--- config.mk ---
export PLATFORM = sky130hd
export DESIGN_NAME = xa_initiator_flat
export DESIGN_NICKNAME = d
export VERILOG_FILES = /design/src/rtl/xa_init_pkg.sv /design/src/rtl/xa_initiator_if.sv /design/src/rtl/sync_fifo.sv /design/src/rtl/xa_initiator.sv /design/src/flat_wrapper.sv
export SDC_FILE = /design/constraint.sdc
export NUM_CORES = 1
export LEC_CHECK = 0
export CAP_MARGIN = 10
export CELL_PAD_IN_SITES_DETAIL_PLACEMENT = 0
export CELL_PAD_IN_SITES_GLOBAL_PLACEMENT = 2
export CORE_MARGIN = 4
export CORE_UTILIZATION = 29
export CTS_BUF_LIST = sky130_fd_sc_hd__clkbuf_8
export CTS_CLUSTER_DIAMETER = 120
export DETAILED_ROUTE_END_ITERATION = 16
export PLACE_DENSITY = 0.63
export SYNTH_ARGS = -nofsm -noshare
export SYNTH_HDL_FRONTEND = slang
export SYNTH_SLANG_ARGS = --single-unit
--- constraint.sdc ---
create_clock -name clk -period 2.35 [get_ports clk]
set_input_delay 0.47 -clock clk [delete_from_list [all_inputs] [get_ports clk]]
set_output_delay 0.47 -clock clk [all_outputs]
set_load 0.02 [all_outputs]
--- src/rtl/xa_init_pkg.sv ---
// Shared types for the X-side access port initiator: FSM state encoding and
// the command record at default widths.
package xa_init_pkg;

  localparam int AW_DEF = 16;
  localparam int DW_DEF = 16;

  typedef enum logic [2:0] {
    IDLE,
    ISSUE_WR,
    ISSUE_RD,
    WAIT_RD,
    GAP
  } state_t;

  typedef struct packed {
    logic              we;
    logic [AW_DEF-1:0] addr;
    logic [DW_DEF-1:0] wdata;
  } xa_cmd_t;

endpackage

--- src/rtl/xa_initiator_if.sv ---
// Command/response queues and xa_* bus of the initiator. The master modport is
// the initiator's view; slave is the view of the command source and bus slave.
interface xa_initiator_if
  import xa_init_pkg::*;
#(
  parameter int AW = AW_DEF,
  parameter int DW = DW_DEF
) ();

  logic          cmd_valid;
  logic          cmd_ready;
  logic          cmd_we;
  logic [AW-1:0] cmd_addr;
  logic [DW-1:0] cmd_wdata;
  logic          rsp_valid;
  logic          rsp_ready;
  logic [DW-1:0] rsp_rdata;
  logic          xa_wr_s;
  logic          xa_rd_s;
  logic [AW-1:0] xa_addr;
  logic [DW-1:0] xa_data_wr;
  logic [DW-1:0] xa_data_rd;

  modport master (
    input  cmd_valid, cmd_we, cmd_addr, cmd_wdata, rsp_ready, xa_data_rd,
    output cmd_ready, rsp_valid, rsp_rdata, xa_wr_s, xa_rd_s, xa_addr, xa_data_wr
  );

  modport slave (
    output cmd_valid, cmd_we, cmd_addr, cmd_wdata, rsp_ready, xa_data_rd,
    input  cmd_ready, rsp_valid, rsp_rdata, xa_wr_s, xa_rd_s, xa_addr, xa_data_wr
  );

endinterface

--- src/rtl/sync_fifo.sv ---
// First-word-fall-through synchronous FIFO; a push while full is accepted
// only when a pop happens on the same edge.
module sync_fifo #(
  parameter int WIDTH = 8,
  parameter int DEPTH = 4
) (
  input  logic                     clk,
  input  logic                     rst_b,
  input  logic                     push_i,
  input  logic [WIDTH-1:0]         wdata_i,
  input  logic                     pop_i,
  output logic [WIDTH-1:0]         rdata_o,
  output logic                     full_o,
  output logic                     empty_o,
  output logic [$clog2(DEPTH):0]   count_o
);

  localparam int PW = $clog2(DEPTH);

  logic [WIDTH-1:0] mem_q [DEPTH];
  logic [PW-1:0]    wr_ptr_q;
  logic [PW-1:0]    rd_ptr_q;
  logic [PW:0]      count_q;
  logic             do_push;
  logic             do_pop;

  assign full_o  = (count_q == (PW+1)'(DEPTH));
  assign empty_o = (count_q == '0);
  assign count_o = count_q;
  assign rdata_o = mem_q[rd_ptr_q];

  assign do_pop  = pop_i && !empty_o;
  assign do_push = push_i && (!full_o || do_pop);

  always_ff @(posedge clk or negedge rst_b) begin
    if (!rst_b) begin
      mem_q    <= '{default: '0};
      wr_ptr_q <= '0;
      rd_ptr_q <= '0;
      count_q  <= '0;
    end else begin
      if (do_push) begin
        mem_q[wr_ptr_q] <= wdata_i;
        wr_ptr_q        <= wr_ptr_q + 1'b1;
      end
      if (do_pop) begin
        rd_ptr_q <= rd_ptr_q + 1'b1;
      end
      unique case ({do_push, do_pop})
        2'b10:   count_q <= count_q + 1'b1;
        2'b01:   count_q <= count_q - 1'b1;
        default: count_q <= count_q;
      endcase
    end
  end

endmodule

--- src/rtl/xa_initiator.sv ---
// Bus master for the xa_* port: queued commands are issued one at a time as
// single-cycle strobes; read data is returned through a response queue.
module xa_initiator
  import xa_init_pkg::*;
#(
  parameter int AW     = AW_DEF,
  parameter int DW     = DW_DEF,
  parameter int DEPTH  = 4,
  parameter int RD_LAT = 1
) (
  input  logic          clk,
  input  logic          rst_b,
  xa_initiator_if.master bus,
  output logic          busy
);

  localparam int CMDW = 1 + AW + DW;
  localparam int CNTW = $clog2(DEPTH) + 1;
  localparam int LATW = $clog2(RD_LAT + 1);

  state_t          state_q;
  logic            ready_q;
  logic            wr_s_q;
  logic            rd_s_q;
  logic [AW-1:0]   addr_q;
  logic [DW-1:0]   wdata_q;
  logic [LATW-1:0] lat_q;

  logic [CMDW-1:0] cmd_head;
  logic            cmd_full, cmd_empty, cmd_push, cmd_pop;
  logic [CNTW-1:0] cmd_count;
  logic            head_we;
  logic [AW-1:0]   head_addr;
  logic [DW-1:0]   head_wdata;

  logic            rsp_full, rsp_empty, rsp_push, rsp_pop;
  logic [CNTW-1:0] rsp_count;
  logic            rd_last;

  assign cmd_push = bus.cmd_valid && bus.cmd_ready;

  sync_fifo #(.WIDTH(CMDW), .DEPTH(DEPTH)) u_cmd_fifo (
    .clk     (clk),
    .rst_b   (rst_b),
    .push_i  (cmd_push),
    .wdata_i ({bus.cmd_we, bus.cmd_addr, bus.cmd_wdata}),
    .pop_i   (cmd_pop),
    .rdata_o (cmd_head),
    .full_o  (cmd_full),
    .empty_o (cmd_empty),
    .count_o (cmd_count)
  );

  assign {head_we, head_addr, head_wdata} = cmd_head;

  // A read leaves the queue only when its response is guaranteed a slot;
  // everything behind it waits too, so ordering is preserved.
  assign cmd_pop  = (state_q == IDLE) && !cmd_empty
                    && (head_we || (rsp_count < CNTW'(DEPTH)));
  assign rd_last  = (lat_q == LATW'(RD_LAT - 1));
  assign rsp_push = (state_q == WAIT_RD) && rd_last;
  assign rsp_pop  = bus.rsp_valid && bus.rsp_ready;

  sync_fifo #(.WIDTH(DW), .DEPTH(DEPTH)) u_rsp_fifo (
    .clk     (clk),
    .rst_b   (rst_b),
    .push_i  (rsp_push),
    .wdata_i (bus.xa_data_rd),
    .pop_i   (rsp_pop),
    .rdata_o (bus.rsp_rdata),
    .full_o  (rsp_full),
    .empty_o (rsp_empty),
    .count_o (rsp_count)
  );

  always_ff @(posedge clk or negedge rst_b) begin
    if (!rst_b) begin
      state_q <= IDLE;
      ready_q <= 1'b0;
      wr_s_q  <= 1'b0;
      rd_s_q  <= 1'b0;
      addr_q  <= '0;
      wdata_q <= '0;
      lat_q   <= '0;
    end else begin
      ready_q <= 1'b1;
      wr_s_q  <= 1'b0;
      rd_s_q  <= 1'b0;
      unique case (state_q)
        IDLE: begin
          if (cmd_pop) begin
            addr_q  <= head_addr;
            wdata_q <= head_wdata;
            if (head_we) begin
              state_q <= ISSUE_WR;
              wr_s_q  <= 1'b1;
            end else begin
              state_q <= ISSUE_RD;
              rd_s_q  <= 1'b1;
            end
          end
        end
        ISSUE_WR: state_q <= GAP;
        ISSUE_RD: begin
          state_q <= WAIT_RD;
          lat_q   <= '0;
        end
        WAIT_RD: begin
          if (rd_last) state_q <= IDLE;
          else         lat_q   <= lat_q + 1'b1;
        end
        GAP:      state_q <= IDLE;
        default:  state_q <= IDLE;
      endcase
    end
  end

  assign bus.cmd_ready  = ready_q && !cmd_full;
  assign bus.rsp_valid  = !rsp_empty;
  assign bus.xa_wr_s    = wr_s_q;
  assign bus.xa_rd_s    = rd_s_q;
  assign bus.xa_addr    = addr_q;
  assign bus.xa_data_wr = wdata_q;
  assign busy           = (cmd_count != '0) || (state_q != IDLE);

  a_rsp_room: assert property (@(posedge clk) disable iff (!rst_b)
    rsp_push |-> (!rsp_full || rsp_pop));
  a_one_strobe: assert property (@(posedge clk) disable iff (!rst_b)
    !(wr_s_q && rd_s_q));

endmodule
--- src/flat_wrapper.sv ---
// flat-port wrapper written by rule: the top's interface ports become plain ports
module xa_initiator_flat import xa_init_pkg::*;
#(
  parameter int AW     = AW_DEF,
  parameter int DW     = DW_DEF,
  parameter int DEPTH  = 4,
  parameter int RD_LAT = 1
)
  (clk, rst_b, busy, bus_cmd_valid, bus_cmd_we, bus_cmd_addr, bus_cmd_wdata, bus_rsp_ready, bus_xa_data_rd, bus_cmd_ready, bus_rsp_valid, bus_rsp_rdata, bus_xa_wr_s, bus_xa_rd_s, bus_xa_addr, bus_xa_data_wr);
  xa_initiator_if #(.AW(AW), .DW(DW)) bus_i ();
  input  logic clk;
  input  logic rst_b;
  output logic busy;
  input wire logic [$bits(bus_i.cmd_valid)-1:0] bus_cmd_valid;
  input wire logic [$bits(bus_i.cmd_we)-1:0] bus_cmd_we;
  input wire logic [$bits(bus_i.cmd_addr)-1:0] bus_cmd_addr;
  input wire logic [$bits(bus_i.cmd_wdata)-1:0] bus_cmd_wdata;
  input wire logic [$bits(bus_i.rsp_ready)-1:0] bus_rsp_ready;
  input wire logic [$bits(bus_i.xa_data_rd)-1:0] bus_xa_data_rd;
  output wire logic [$bits(bus_i.cmd_ready)-1:0] bus_cmd_ready;
  output wire logic [$bits(bus_i.rsp_valid)-1:0] bus_rsp_valid;
  output wire logic [$bits(bus_i.rsp_rdata)-1:0] bus_rsp_rdata;
  output wire logic [$bits(bus_i.xa_wr_s)-1:0] bus_xa_wr_s;
  output wire logic [$bits(bus_i.xa_rd_s)-1:0] bus_xa_rd_s;
  output wire logic [$bits(bus_i.xa_addr)-1:0] bus_xa_addr;
  output wire logic [$bits(bus_i.xa_data_wr)-1:0] bus_xa_data_wr;
  assign bus_i.cmd_valid = bus_cmd_valid;
  assign bus_i.cmd_we = bus_cmd_we;
  assign bus_i.cmd_addr = bus_cmd_addr;
  assign bus_i.cmd_wdata = bus_cmd_wdata;
  assign bus_i.rsp_ready = bus_rsp_ready;
  assign bus_i.xa_data_rd = bus_xa_data_rd;
  assign bus_cmd_ready = bus_i.cmd_ready;
  assign bus_rsp_valid = bus_i.rsp_valid;
  assign bus_rsp_rdata = bus_i.rsp_rdata;
  assign bus_xa_wr_s = bus_i.xa_wr_s;
  assign bus_xa_rd_s = bus_i.xa_rd_s;
  assign bus_xa_addr = bus_i.xa_addr;
  assign bus_xa_data_wr = bus_i.xa_data_wr;
  xa_initiator #(.AW(AW), .DW(DW), .DEPTH(DEPTH), .RD_LAT(RD_LAT)) u_core (.clk(clk), .rst_b(rst_b), .bus(bus_i), .busy(busy));
endmodule
==> key figures <==
Die
  • Site row count: 69
  • Core region area: 35900 µm²
  • Die width: 200 µm
  • Io pins: 106
  • Starting density of the core: 29.7%
  • DIE AREA: 39900 µm²
  • Die height: 200 µm

Power and ir drop
  • Leak: 5.93 nW
  • Worst VDD drop: 0.000729 V
  • P per Cell Area: 1440 nW/µm²

Synthesis
  • Top-area cell type share of the netlist area: 58.2%
  • Synthesized flop and latch total: 248
  • Ys Warns: 0
  • Most common library cells after synthesis: 248 x dfrtp_1, 226 x mux2_2, 48 x mux4_2, 18 x buf_2
  • Post-synth top flop: dfrtp_1
  • Register area share after synthesis: 58.2%
  • Number of synthesized flops with an enable pin: 0
  • Dominant cells by area after synthesis: dfrtp_1 58%, mux2_2 24%, mux4_2 10%
  • Gate Count Post-Synth: 639
  • Syn Nets: 703
  • Syn Area/Cell: 16.7 µm²
  • Most frequent cell after synthesis: dfrtp_1
  • Post-synth ARST share: 100%
  • Mapped Area: 10700 µm²
  • Netlist cell types: 37
  • Synth area leader: dfrtp_1

Final layout
  • Area Growth Syn to Fin: 26.8%
  • Multi-input gate area: 4260 µm²
  • Fraction of layout instances using a drive strength above 1: 50.3%
  • FILL cells: 3352
  • Cell area after layout: 13500 µm²
  • Nets: 853
  • Register area: 6210 µm²
  • # diodes: 0

Global routing
  • First-pass GRT wire length: 40000 µm
  • Largest net degree at the start of global routing: 68
  • Vias in the first global route: 7180
  • Initial antenna violation count: 2
  • Total Routing Usage GR: 12.8%
  • GRT overflow: 0

Route
  • 1st-iter DRT viols: 183
  • Met3 WL: 1200 µm
  • Post-detailed-route via-to-cell ratio: 4.73
  • Wire length on met2: 13300 µm
  • Detailed Routing Iterations Pass 1: 4
  • DRT antenna net count: 0
  • Residual DRC: 0
  • WL per Instance: 19.5 µm
  • Met1 WL: 10000 µm
  • DR vias: 6079
  • Uppermost layer routed: met5
  • Drt total wl: 25100 µm

Setup path
  • Setup Crit Path Kind: register to output pin
  • Worst EP arrival: 1.81 ns
  • Crit path buf inv count: 2
  • Reg2Reg Depth: 5
  • CP max stage delay: 0.54 ns
  • CP Cell Sequence: buf_12 > mux4_2 > buf_6
  • CP Data Required Time: 1.88 ns
  • Crit path max fanout: 8
  • Critical Path End Type: output pin
  • Cell class contributing the biggest share of worst-path delay: multiplexers
  • Type of origin of the critical path: register
  • WP depth: 3
  • Crit-path slowest cell: mux4_2

Timing
  • Sum of negative setup slack: 0 ns
  • Slew Viols, Final: 0
  • Worst Max-Slew Pin Slew: 0.607 ns
  • Peak Freq: 0.438 GHz
  • Rel. slew slack: 59.5%
  • Layout Skew: 0.0217 ns
  • Final Cycle Share: 97.2%
  • Hold Violations, Final: 0
  • Crit path time final: 2.28 ns
  • Final setup margin: 0.0656 ns
  • RSZ-0062 raised after global routing: yes
  • Finish-stage setup viols: 0

Clocking
  • Clk Latency, worst-skew pair: 0.54 ns
  • Clk root buf: clkbuf_8
  • CTS H-tree depth: 2
  • CTS tree: done
  • CTS Buffer Depth: 3
  • CTS buffer count: 45
  • Sink Count: 248
  • Clock transition at the registers of the reported paths: 0.06 ns

Status
  • Outcome: complete, no violations

Placement
  • Setup WS pre-CTS: 0.0391 ns
  • Post-DP HPWL: 16100 µm
  • Gp weighted congestion: 0.705
  • Post-place instance area: 12500 µm²
  • Port-buffer cells: 105

Hold path
  • Hold Path Class: primary input to asynchronous set/reset pin

Run
  • Max_cap viols: 0
[metal layers]
layer  GRT usage (%)  up-vias
li1                -     2663
met1            15.0     3242
met2            23.2      126
met3            3.39       44
met4            3.65        4
met5               0        -
[placed cells by master, fill, tap and decap left out, types with 2 or more instances in the layout]
cell type,n
nand2_1,7
buf_6,16
dfrtp_2,4
ha_1,8
nor2b_1,3
o21a_1,2
mux2_2,226
clkbuf_8,63
clkdlybuf4s50_1,85
mux2_1,2
clkinv_2,9
mux2i_1,5
dfrtp_1,244
xnor2_1,6
buf_4,15
xor2_1,4
inv_1,20
mux4_2,48
a21boi_0,2
nand2_2,8
o21ai_0,3
buf_12,14
nor2_1,3
clkinvlp_4,2
or3_1,2
[area by class of cell]
cell class | count | share of cell area [%]
flip-flops and latches | 248 | 45.9
clock buffers | 63 | 6.41
clock inverters | 20 | 0.694
repair buffers | 135 | 10.9
well taps | 461 | 4.27
multi-input cells | 348 | 31.5
inverters | 11 | 0.305
[registers in the layout, summed over array words and instances, names as in the netlist, 2 cells and up]
signal and cells:
u_core.u_cmd_fifo.count_o 3, u_core.u_cmd_fifo.wr_ptr_q 2, u_core.u_rsp_fifo.wr_ptr_q 2, u_core.u_cmd_fifo.mem_q 132
u_core.state_q 3, u_core.u_rsp_fifo.count_o 3, u_core.u_rsp_fifo.mem_q 64, u_core.u_cmd_fifo.rd_ptr_q 2
u_core.bus.xa_addr 16, u_core.u_rsp_fifo.rd_ptr_q 2, u_core.bus.xa_data_wr 16
[metrics by stage]
step | power, mW | std cells | hold WS (ns) | utilization [%]
after floorplan | 12.6 | 639 | 0.174 | -
after global placement | 14.9 | 1200 | 0.435 | 34.8
after detailed placement | 15.4 | 1200 | 0.445 | 34.8
after CTS | 19.8 | 1287 | 0.444 | 37.6
after global routing | 20.7 | 1286 | 0.466 | 37.7
final | 19.5 | 1286 | 0.452 | 37.7
[report_power, final]
part,internal [mW],total (mW),leakage [nW],switching [mW]
clock network,2.38,4.17,0.536,1.79
logic,4.58,7.85,2.33,3.27
registers,6.32,7.45,3.06,1.12
[final timing paths]
| check | slack, ns | to | startpoint |
|---|---|---|---|
| max | 0.07 | bus_rsp_rdata[1] | u_core.u_rsp_fifo.rd_ptr_q[0] |
| min | 0.45 | u_core.u_rsp_fifo.mem_q[50] | rst_b |
| max reg2reg | 0.13 | u_core.bus.xa_addr[8] | u_core.state_q[2] |
| min reg2reg | 0.50 | u_core.u_rsp_fifo.mem_q[25] | u_core.u_rsp_fifo.mem_q[25] |
| max in group asynchronous | 1.09 | u_core.u_rsp_fifo.count_o[2] | rst_b |
| min in group clk | 0.50 | u_core.u_rsp_fifo.mem_q[25] | u_core.u_rsp_fifo.mem_q[25] |
[repair_timing]
item                                    CTS  global route
setup buffers                             2             0
endpoints found under the hold margin    58             0
gates cloned                              1             0
endpoints found under the setup margin   19            50
hold buffers                              1             0
resized for setup                        90            18
pin swaps                                 0             1
[cell families after synthesis]
| logic type | after synthesis | synth area share (%) |
|---|---|---|
| AOI/OAI and AO/OA | 12 | 0.962 |
| buffers and inverters | 43 | 2.18 |
| adders and majority gates | 11 | 1.43 |
| and+or+nand+nor | 33 | 1.67 |
| muxes | 281 | 34.7 |
| DFF | 248 | 58.2 |
| other | 1 | 0.0352 |
| xor gates and xnor gates | 10 | 0.821 |
(Power assumes the default switching activity.)
